**config.mk**
```make
export PLATFORM = sky130hd
export DESIGN_NAME = fdiv_stream_ctrl
export DESIGN_NICKNAME = d
export VERILOG_FILES = /design/src/rtl/fdiv_stream_ctrl.sv
export SDC_FILE = /design/constraint.sdc
export NUM_CORES = 1
export LEC_CHECK = 0
export ABC_AREA = 1
export CORE_ASPECT_RATIO = 1.4
export CORE_MARGIN = 4
export CORE_UTILIZATION = 56
export CTS_CLUSTER_DIAMETER = 30
export DETAILED_ROUTE_END_ITERATION = 10
export HOLD_SLACK_MARGIN = 0.05
export PLACE_DENSITY = 0.85
export SYNTH_ARGS = -nofsm -noshare
export SYNTH_HDL_FRONTEND = slang
export SYNTH_SLANG_ARGS = --single-unit
```
**constraint.sdc**
```tcl
create_clock -name clk -period 2.7 [get_ports clk]
set_input_delay 0.81 -clock clk [delete_from_list [all_inputs] [get_ports clk]]
set_output_delay 0.81 -clock clk [all_outputs]
set_load 0.01 [all_outputs]
```
**src/rtl/fdiv_stream_ctrl.sv**
```systemverilog
// Valid/ready front-end and result buffer for a fixed-latency, non-stallable FP divider.
// Handles IEEE-754 special operands itself and credit-limits issue so the result FIFO never overflows.
module fdiv_stream_ctrl #(
  parameter int DIV_LATENCY = 16,
  parameter int FIFO_DEPTH  = 4
) (
  input  logic        clk,
  input  logic        reset_n,
  input  logic        in_valid,
  output logic        in_ready,
  input  logic [31:0] in_a,
  input  logic [31:0] in_b,
  output logic [31:0] div_a,
  output logic [31:0] div_b,
  input  logic [31:0] div_result,
  output logic        out_valid,
  input  logic        out_ready,
  output logic [31:0] out_data,
  output logic [2:0]  out_flags,
  output logic        busy
);

  localparam int CW = $clog2(FIFO_DEPTH + 1);
  localparam int PW = $clog2(FIFO_DEPTH);
  localparam logic [31:0] QNAN = 32'h7FC0_0000;

  // Packed as {special, flags[2:0], value[31:0]}; denormals are treated as signed zero.
  function automatic logic [35:0] special_decode(input logic [31:0] a, input logic [31:0] b);
    logic a_zero, b_zero, a_inf, b_inf, a_nan, b_nan, s;
    logic [35:0] r;
    a_zero = (a[30:23] == 8'h00);
    b_zero = (b[30:23] == 8'h00);
    a_inf  = (a[30:23] == 8'hFF) && (a[22:0] == 23'h0);
    b_inf  = (b[30:23] == 8'hFF) && (b[22:0] == 23'h0);
    a_nan  = (a[30:23] == 8'hFF) && (a[22:0] != 23'h0);
    b_nan  = (b[30:23] == 8'hFF) && (b[22:0] != 23'h0);
    s      = a[31] ^ b[31];
    r      = '0;
    if (a_nan || b_nan || (a_zero && b_zero) || (a_inf && b_inf)) begin
      r = {1'b1, 3'b101, QNAN};
    end else if (b_zero && !a_inf) begin
      r = {1'b1, 3'b011, s, 8'hFF, 23'h0};
    end else if (a_inf) begin
      r = {1'b1, 3'b001, s, 8'hFF, 23'h0};
    end else if (a_zero || b_inf) begin
      r = {1'b1, 3'b001, s, 31'h0};
    end
    return r;
  endfunction

  logic [CW-1:0] outstanding_q, outstanding_d;
  logic [CW-1:0] count_q, count_d;
  logic [PW-1:0] wr_ptr_q, rd_ptr_q;
  logic          accept, pop, fifo_wr;
  logic [35:0]   dec;
  logic [34:0]   wr_entry;
  logic          dl_vld_q [DIV_LATENCY];
  logic [35:0]   dl_pay_q [DIV_LATENCY];
  logic [34:0]   mem_q    [FIFO_DEPTH];

  // in_ready is decoded from the credit register alone; reset_n only forces it low during reset.
  assign in_ready = reset_n && (outstanding_q < CW'(FIFO_DEPTH));
  assign accept   = in_valid && in_ready;
  assign pop      = out_valid && out_ready;
  assign busy     = (outstanding_q != '0);
  assign dec      = special_decode(in_a, in_b);

  always_comb begin
    outstanding_d = outstanding_q;
    count_d       = count_q;
    if (accept && !pop) outstanding_d = outstanding_q + CW'(1);
    if (!accept && pop) outstanding_d = outstanding_q - CW'(1);
    if (fifo_wr && !pop) count_d = count_q + CW'(1);
    if (!fifo_wr && pop) count_d = count_q - CW'(1);
  end

  always_ff @(posedge clk or negedge reset_n) begin
    if (!reset_n) begin
      outstanding_q <= '0;
      div_a         <= '0;
      div_b         <= '0;
    end else begin
      outstanding_q <= outstanding_d;
      if (accept) begin
        div_a <= in_a;
        div_b <= in_b;
      end
    end
  end

  // Delay line: tracks each request alongside the divider, never stalls.
  always_ff @(posedge clk or negedge reset_n) begin
    if (!reset_n) begin
      for (int i = 0; i < DIV_LATENCY; i++) dl_vld_q[i] <= 1'b0;
    end else begin
      dl_vld_q[0] <= accept;
      for (int i = 1; i < DIV_LATENCY; i++) dl_vld_q[i] <= dl_vld_q[i-1];
    end
  end

  always_ff @(posedge clk) begin
    dl_pay_q[0] <= dec;
    for (int i = 1; i < DIV_LATENCY; i++) dl_pay_q[i] <= dl_pay_q[i-1];
  end

  // Result FIFO: written as each request leaves the delay line.
  assign fifo_wr  = dl_vld_q[DIV_LATENCY-1];
  assign wr_entry = {dl_pay_q[DIV_LATENCY-1][34:32],
                     dl_pay_q[DIV_LATENCY-1][35] ? dl_pay_q[DIV_LATENCY-1][31:0] : div_result};

  always_ff @(posedge clk) begin
    if (fifo_wr) mem_q[wr_ptr_q] <= wr_entry;
  end

  always_ff @(posedge clk or negedge reset_n) begin
    if (!reset_n) begin
      wr_ptr_q <= '0;
      rd_ptr_q <= '0;
      count_q  <= '0;
    end else begin
      count_q <= count_d;
      if (fifo_wr) wr_ptr_q <= wr_ptr_q + PW'(1);
      if (pop)     rd_ptr_q <= rd_ptr_q + PW'(1);
    end
  end

  assign out_valid              = (count_q != '0);
  assign {out_flags, out_data}  = out_valid ? mem_q[rd_ptr_q] : 35'h0;

  a_no_overflow: assert property (@(posedge clk) disable iff (!reset_n)
    !(fifo_wr && !pop && (count_q == CW'(FIFO_DEPTH))));

endmodule

```
# --- After elaboration in Yosys (flattened, before gate mapping) ---
# Memories as Yosys holds them, arrays and structs flattened.
# Cells that the tools add are included.
# Widths: inputs -> output; s select.
word_totals:
  register_bits: 90
  mem_bits_rw: 716
  input_bits: 100
  out_inout_bits: 102
  word_cells: 78
  mem_count: 2
op_classes:
  addsub: 6
  order_cmp: 1
  eq_ne: 2
  n_mux: 12
  bitwise_logic: 1
  reduce_logical: 32
mem_list:
  columns: ["name", "words", "word_bits", "read_ports", "rd_clocked_by_memory_dff", "write_ports", "line", "rtl"]
  rows:
  - ["dl_pay_q", 16, 36, 16, 0, 16, "58", "logic [35:0] dl_pay_q [DIV_LATENCY];"]
  - ["mem_q", 4, 35, 1, 0, 1, "59", "logic [34:0] mem_q [FIFO_DEPTH];"]
op_table:
  columns: ["operator", "count"]
  rows:
  - ["$mux 36", 4]
  - ["$logic_not 23->1", 2]
  - ["$reduce_bool 23->1", 2]
  - ["$mux 35", 1]
  - ["$mux 32", 1]
  - ["$eq 8x8->1 const B", 2]
  - ["$logic_not 8->1", 2]
  - ["$logic_and 1x1->1", 14]
  - ["$mux 3", 4]
  - ["$add 3x1->3 const B", 2]
  - ["$reduce_bool 3->1", 2]
  - ["$sub 3x1->3 const B", 2]
  - ["$add 2x1->2 const B", 2]
  - ["$logic_not 1->1", 4]
  - ["$logic_or 1x1->1", 4]
  - ["$reduce_bool 2->1", 2]
  - ["$lt 3x3->1 const B", 1]
  - ["$mux 1", 2]
  - ["$xor 1x1->1", 1]

# --- Longest topological paths before layout ---
# Gate-level depths: netlist (run 1).
logic_depth:
  ltp_word: 7
  ltp_mapped: 11
  depth_no_buf: 11

# --- Least setup slack after synthesis (run 1) ---
# Ideal clock, no wire load.
synth_timing:
  path_type: "input -> register"
  startpoint: "input reset_n"
  endpoint: "register outstanding_q[2]"
  setup_ns: 0.079
  arrival_time_ns: 2.222
  required_time_ns: 2.621
  path_slack_ns: 0.399
  cell_stages: 11
  n_path_buf: 1
  cell_sequence: "inv_1 > nor2_2 > nand2_2 > clkbuf_1 > ha_1 > inv_1 > fa_1 > nor2_1 > nor2_1 > nand2_1 > xor2_1"
synth_between:
  elab_chain_cells: 5
  elab_cells_between_ends: 7
  cone_classes: "1 x mux; 6 x reduce/logical"
synth_rtl:
  columns: ["item", "line", "rtl"]
  rows:
  - ["start, declared", "8", "input logic reset_n,"]
  - ["$logic_and 1x1->1 (*)", "62", "assign in_ready = reset_n && (outstanding_q < CW'(FIFO_DEPTH));"]
  - ["via in_ready", "10", "output logic in_ready,"]
  - ["$logic_and 1x1->1 (*)", "63", "assign accept = in_valid && in_ready;"]
  - ["$logic_not 1->1", "72", "if (!accept && pop) outstanding_d = outstanding_q - CW'(1);"]
  - ["$logic_and 1x1->1", "72", null]
  - ["$mux 3 or $reduce_bool 2->1 (tied branches)", null, null]
  - ["end signal, assigned", "83", "outstanding_q <= outstanding_d;"]
  - ["end, declared", "51", "logic [CW-1:0] outstanding_q, outstanding_d;"]
# Mark *: on every way through the listed nets, which the timed path passes. The rest lies on a longest branch.
# A chain may end at the register's enable or synchronous reset.

# --- Worst setup path after layout (run 1) ---
layout_timing:
  startpoint: "register rd_ptr_q[0]"
  endpoint: "output out_flags[0]"
layout_between:
  elab_chain_cells: 2
layout_rtl:
  columns: ["item", "line", "rtl"]
  rows:
  - ["start, declared", "53", "logic [PW-1:0] wr_ptr_q, rd_ptr_q;"]
  - ["start signal, assigned", "123", "if (pop) rd_ptr_q <= rd_ptr_q + PW'(1);"]
  - ["$mem_v2 4x35", null, null]
  - ["$mux 35", "128", "assign {out_flags, out_data} = out_valid ? mem_q[rd_ptr_q] : 35'h0;"]
  - ["end, declared", "19", "output logic [2:0] out_flags,"]
# Every way passes these cells.

==> key figures, run 1 <==
Run status
  – Outcome: finished, violations left
  – Failing checks: setup timing

Clock tree
  – CTS sink cnt: just over 300
  – H-tree depth: 2
  – Clock-pin transition on the worst setup and hold timing paths: around 0.060 ns
  – CTS Buffer Depth: 3
  – TritonCTS buffer count: 37
  – CTS Root Cell: clkbuf_16
  – Worst-Skew Late Latency: between 0.4 and 0.5 ns
  – # hold bufs at CTS: 0
  – CTS tree: built

GRT
  – First-pass GRT wire length: 41.68 mm
  – Total GRT Usage: between 20% and 30%
  – Global route overflow: 0
  – Pin count of the biggest net entering global routing: slightly above 80
  – Vias in the first global route: ~8300
  – Initial antenna violation count: 0

Worst setup path
  – WP data arrival: roughly 2.0 ns
  – Critical path startpoint: rd_ptr_q[0]
  – R2r startpoint: count_q[2]
  – Worst Path Required: 1.89 ns
  – Worst-path fanout max: 8
  – Slowest-stage cell, CP: dfrtp_2
  – Setup CP Type: flop to output port
  – Crit-path cells: buf_4 -> clkinv_8 -> clkbuf_16 -> o21ai_1 -> a21oi_1 -> dlygate4sd2_1
  – Critical Path End Type: output port
  – CP peak stage delay: around 0.48 ns
  – Top Family by Delay on Critical Path: buffers and inverters
  – Bufs and invs on worst path: 4
  – CP Launch Type: flop

Placed design
  – Setup Slack @ Placement: around 0.075 ns
  – Hpwl dp: ~16 mm
  – RePlAce Congestion: approximately 0.84
  – Port Buf Inserts: around 200
  – Placed Area: roughly 0.013 mm²

Floorplan
  – Boundary pin count: slightly above 200
  – Die area: ~0.022 mm²
  – Die X: roughly 130 µm
  – Die Y: 174.1 µm
  – Core footprint: between 0.015 and 0.02 mm²
  – Initial Util: around 57%
  – Standard-cell rows: 60

Timing
  – Post-route minimum period: around 2.8 ns
  – Final hold vios: 0
  – Worst Tran Pin Value: slightly below 1 ns
  – Final Max Tran Viols: 0
  – Worst Skew: around 0.016 ns
  – Peak Freq: about 0.36 GHz
  – Final setup TNS: -0.3153 ns
  – Final setup viols: 12
  – Period utilisation layout: 103.6%
  – RSZ-0062 raised after global routing: true
  – Slew HR: between 30% and 40%
  – Final setup margin: -0.09662 ns

Final layout
  – Commonest cells after routing, fill and taps aside: 180 x nand2_1, 180 x nor2_1, 164 x clkdlybuf4s50_1
  – Fin area: 0.01487 mm²
  – Area grow syn2layout: 34.83%
  – Antenna cell count: 0
  – Final cell utilization of the core: between 70 and 80%
  – Fillers: roughly 1100
  – Share of cells above drive strength 1: between 10% and 20%
  – Fin nets: approximately 1300

Hold path
  – Hold Crit Class: primary input to asynchronous set/reset pin

Synth
  – Cell Area, Synth: ~0.011 mm²
  – Synth top area cells: edfxtp_1 38%, dfrtp_1 20%, dfxtp_1 15%
  – Share of Yosys cell area claimed by the top area cell type: about two fifths
  – Seq/Total Area, Yosys: 73.06%
  – Syn avg cell area: 11.13 µm²
  – Post-synth cell types: 28
  – Syn Inst Count: a little under 1000
  – FF+latch count, synth: a little over 300
  – Async S/R FF share, synth: 29.03%
  – Post-synth EDFFs: 140
  – Syn nets: about 1100
  – Synth area leader: edfxtp_1
  – Yosys synthesis warning count: 0
  – Top_reg_cell synth: edfxtp_1

Routing
  – Antenna viol nets, final: 0
  – Initial DRC count: between 700 and 800
  – # DRC: 0
  – Post-Route WL: 28.35 mm
  – Vias per std cell: approximately 5.4
  – Via count: approximately 8000
  – TritonRoute pass-1 iters: 6
  – Routed length per instance: between 15 and 20 µm

Power
  – Pwr dens: about 1100 mW/mm²
  – Static Leakage: between 6 and 7 nW
  – Worst VDD drop: 0.0006256 V
  – Tot Pwr: roughly 17 mW

Job
  – Maximum Capacitance Violations: 0
[path summary, 6_finish.rpt]
path	end	slack [ns]	cells after the start
setup / recovery	out_flags[0]	-0.1	6
hold / removal	div_a[5]	0.26	2
setup reg to reg	outstanding_q[1]	0.61	9
hold reg to reg	dl_pay_q[1][247]	0.32	0
max in group asynchronous	rd_ptr_q[0]	1.20	3
min in group clk	dl_pay_q[1][247]	0.32	0
[metal layers]
metal,up-vias,routed length [µm],GRT usage (%)
met1,3857,9638,26.33
met3,88,3147,7.993
met4,0,1208,11.31
met5,-,0,0
met2,517,14350,41.32
li1,3689,-,-
[power breakdown]
group / switching (mW) / internal (mW) / total, mW
Combinational: 3.10 / 2.61 / 5.71
Sequential: 0.419 / 5.66 / 6.08
Clock: 1.93 / 3.08 / 5.00
Total: 5.44 / 11.3 / 16.8
[worst register-to-register path: cells and delay by family, from the launching register on]
| kind | cells | cell delay [ns] |
|---|---|---|
| compound gates | 1 | 0.17 |
| fa+ha+maj | 2 | 0.61 |
| buf+inv | 4 | 0.41 |
| flops | 1 | 0.42 |
| simple gates | 2 | 0.41 |
[cells in the mapped netlist, types with 3 or more instances]
cell type,number
nor2_1,201
nand2_1,180
edfxtp_1,140
o21ai_0,91
dfrtp_1,90
dfxtp_1,80
inv_1,71
a21oi_1,36
buf_2,22
clkbuf_1,14
o21ai_1,14
nand4_1,7
clkbuf_2,6
ha_1,6
nand3_1,6
inv_2,4
xor2_1,4
nand2_2,3
nor2_2,3
xnor2_1,3
[flip-flops by register name, indices dropped and copies added (netlist names)]
name and flops:
rd_ptr_q 2, wr_ptr_q 2, div_b 32, fifo_wr 1, outstanding_q 3, dl_pay_q 80, dl_vld_q 15, count_q 3
div_a 32, mem_q 140
[layout make-up]
class	instances	area (µm²)	area share, %
Multi-Input combinational cell	562	2599	17.48
Inverter	76	300.3	2.019
Tap cell	248	310.3	2.087
Clock inverter	22	290.3	1.952
Clock buffer	43	958.4	6.445
Timing Repair Buffer	237	2354	15.83
Sequential cell	310	8059	54.19
[logic make-up after synthesis]
group | synth area share, %
and+or+nand+nor | 14.34
DFF | 73.06
AOI/OAI and AO/OA | 6.398
buffers and inverters | 4.402
adders and majority gates | 1.044
xor gates and xnor gates | 0.5559
muxes | 0.2042
[metrics by stage]
step | instances | hold WS (ns)
after detailed placement | 1415 | 0.3121
after CTS | 1495 | 0.2561
after global placement | 1415 | 0.3107
after global routing | 1498 | 0.2669
after floorplan | 991 | 0.3096
final | 1498 | 0.2602
[timing repair]
action	4_1_cts	5_1_grt
endpoints found under the setup margin	36	36
pin swaps	8	29
gates resized for setup	129	90
buffers inserted	12	1
cloned	3	5
No activity file was read; power rests on OpenSTA's default activity.
==> run 2, diff against run 1 <==
--- a/config.mk
+++ b/config.mk
@@ -6,7 +6,6 @@
 export NUM_CORES = 1
 export LEC_CHECK = 0
 export ABC_AREA = 1
-export CORE_ASPECT_RATIO = 1.4
 export CORE_MARGIN = 4
 export CORE_UTILIZATION = 56
 export CTS_CLUSTER_DIAMETER = 30
==> run 2 against run 1 <==
Effect of this change: the flow still finishes with violations (setup timing); via count increased by 1.7%; worst hold slack improved by 0.051 ns; total power increased by 7.2%; maximum frequency decreased by 0.43%; largest cell class unchanged; largest power group unchanged; highest routed layer unchanged.
==> key figures, run 2 (synthesis gave the netlist of run 1 again) <==
GRT
  – First-pass GRT wire length: 43.85 mm (+5.2%)
  – Global route overflow: 0 (unchanged)
  – Initial antenna violation count: 3 (+3)
  – Pin count of the biggest net entering global routing: 88 (+8.6%)
  – Total GRT Usage: 25.68% (+1.8 points)
  – Vias in the first global route: 8432 (+1.2%)

Floorplan
  – Die X: 148.3 µm (+17%)
  – Standard-cell rows: 51 (-15%)
  – Initial Util: 56.86% (-0.31 points)
  – Die Y: 148.3 µm (-15%)
  – Boundary pin count: 202 (unchanged)
  – Core footprint: 0.01940 mm² (+0.54%)
  – Die area: 0.02200 mm² (-0.14%)

Timing
  – Slew HR: 48.21% (+14 points)
  – Final hold vios: 0 (unchanged)
  – Post-route minimum period: 2.809 ns (+0.01197 ns)
  – Peak Freq: 0.3561 GHz (-0.43%)
  – Worst Skew: 0.03499 ns (+0.01851 ns)
  – Period utilisation layout: 104.0% (+0.44 points)
  – Final setup TNS: -0.8108 ns (-0.4955 ns)
  – Final setup margin: -0.1086 ns (-0.01197 ns)
  – Final setup viols: 14 (+2)
  – Worst Tran Pin Value: 0.7687 ns (-0.2136 ns)
  – RSZ-0062 raised after global routing: true
  – Hold_ws: 0.3113 ns (+0.05107 ns)
  – Final Max Tran Viols: 0 (unchanged)

Routing
  – Vias per std cell: 5.389 (-0.95%)
  – Via count: 8289 (+1.7%)
  – Post-Route WL: 30.40 mm (+7.3%)
  – Antenna viol nets, final: 0 (unchanged)
  – TritonRoute pass-1 iters: 6 (unchanged)
  – Initial DRC count: 740 (+4.8%)
  – Routed length per instance: 19.77 µm (+4.5%)
  – # DRC: 0 (unchanged)

Worst setup path
  – Crit-path cells: buf_6 -> buf_16 -> nor2_1 -> nor2_1 -> o21ai_1 -> a21oi_2 -> buf_2
  – Worst Path Required: 1.89 ns (about the same)
  – Bufs and invs on worst path: 3 (-1)
  – Worst-path fanout max: 7 (-1)
  – Slowest-stage cell, CP: dfrtp_2
  – WP data arrival: 2.00 ns (about the same)
  – CP peak stage delay: 0.48 ns (about the same)
  – CP Launch Type: flop
  – Most numerous cell on the critical path: nor2_1
  – Setup CP Type: flop to output port
  – Critical Path End Type: output port
  – Top Family by Delay on Critical Path: flip-flops

Run status
  – Failing checks: setup timing
  – Outcome: finished, violations left

Clock tree
  – TritonCTS buffer count: 45 (+22%)
  – H-tree depth: 2 (unchanged)
  – Worst-Skew Late Latency: 0.53 ns (+0.04 ns)
  – CTS sink cnt: 310 (unchanged)
  – CTS tree: built
  – CTS Root Cell: clkbuf_16
  – CTS Buffer Depth: 3 (unchanged)
  – Clock-pin transition on the worst setup and hold timing paths: 0.06 ns (about the same)
  – # hold bufs at CTS: 0 (unchanged)

Final layout
  – Largest registers: mem_q x140, dl_pay_q x80
  – Fillers: 1093 (-3.4%)
  – Fin nets: 1342 (+0.75%)
  – Biggest register: mem_q
  – Fin area: 0.01537 mm² (+3.3%)
  – Commonest cells after routing, fill and taps aside: 180 x nand2_1, 172 x nor2_1, 164 x clkdlybuf4s50_1
  – Share of cells above drive strength 1: 17.40% (+3.5 points)
  – Most common cell after layout, fill and taps aside: nand2_1
  – Area grow syn2layout: 39.32%
  – Max reg flops: 140 (unchanged)
  – Sequential cell area: 0.008060 mm² (about the same)
  – Multi-input logic area: 0.002678 mm² (+3.0%)

Power
  – Worst VDD drop: 0.0007108 V (+14%)
  – Tot Pwr: 18.00 mW (+7.2%)
  – Static Leakage: 6.474 nW (+3.4%)
  – Pwr dens: 1172 mW/mm² (+3.7%)

Job
  – Maximum Capacitance Violations: 0 (unchanged)

Placed design
  – Placed Area: 0.01338 mm² (+0.25%)
  – Port Buf Inserts: 201 (unchanged)
  – Hpwl dp: 16.18 mm (+1.6%)
  – RePlAce Congestion: 0.8712 (+3.2%)

Hold path
  – Hold Crit Class: flop to flop
run 2: metrics by stage:
step                      util, %  worst slack [ns]  instances
after CTS                   77.79          -0.02628       1529
after detailed placement    68.98           0.06628       1432
after floorplan                 -            0.3987        991
final                       79.21           -0.1086       1538
after global routing        79.21           -0.1900       1538
after global placement      68.98            0.1134       1432
run 2: final cells by class:
cell class / instances / share of cell area (%)
diodes: 3 / 0.04886
clock buffers: 54 / 8.297
clock inverters: 29 / 1.832
inverters: 76 / 1.971
multi-input cells: 562 / 17.43
flip-flops and latches: 310 / 52.45
well taps: 265 / 2.158
repair buffers: 239 / 15.81
run 2: routing by layer:
metal	part of all wire (%)	vias up	global-route usage, %	wire (µm)
li1	-	3721	-	-
met1	35	3935	29.47	10550
met2	49	530	44.80	15030
met3	11	103	8.257	3446
met4	4.5	0	10.30	1373
met5	0	-	0	0
run 2: worst register-to-register path: stages (launching register included):
cell     delay [ns]
dfrtp_1        0.44
nor3_4         0.33
buf_12         0.17
inv_2          0.04
nand2_1        0.16
inv_1          0.12
ha_1           0.19
inv_1          0.10
fa_1           0.20
nor2_1         0.05
nor2_1         0.08
nand2_1        0.07
xor2_1         0.14
run 2: report_power, final:
group	internal, mW	total, mW	switching [mW]	leakage (nW)
sequential	5.67	6.13	0.466	3.03
combinational	2.75	6.00	3.26	2.68
clock	3.57	5.87	2.29	0.772
run 2: repair_timing:
action	4_1_cts	5_1_grt
pin swaps	16	46
setup endpoints to repair	36	35
gates cloned	5	5
gates resized for setup	172	103
setup buffers	9	4
run 2: path summary, 6_finish.rpt:
check                       startpoint               end  slack (ns)  cells past startpoint
max                        rd_ptr_q[0]       out_data[0]       -0.11                      7
min                        dl_vld_q[4]       dl_vld_q[3]        0.31                      0
max reg2reg                 count_q[0]  outstanding_q[2]        0.49                     12
min reg2reg                dl_vld_q[4]       dl_vld_q[3]        0.31                      0
max in group asynchronous      reset_n       dl_vld_q[8]        1.25                      3
min in group asynchronous      reset_n         div_a[24]        0.40                      2
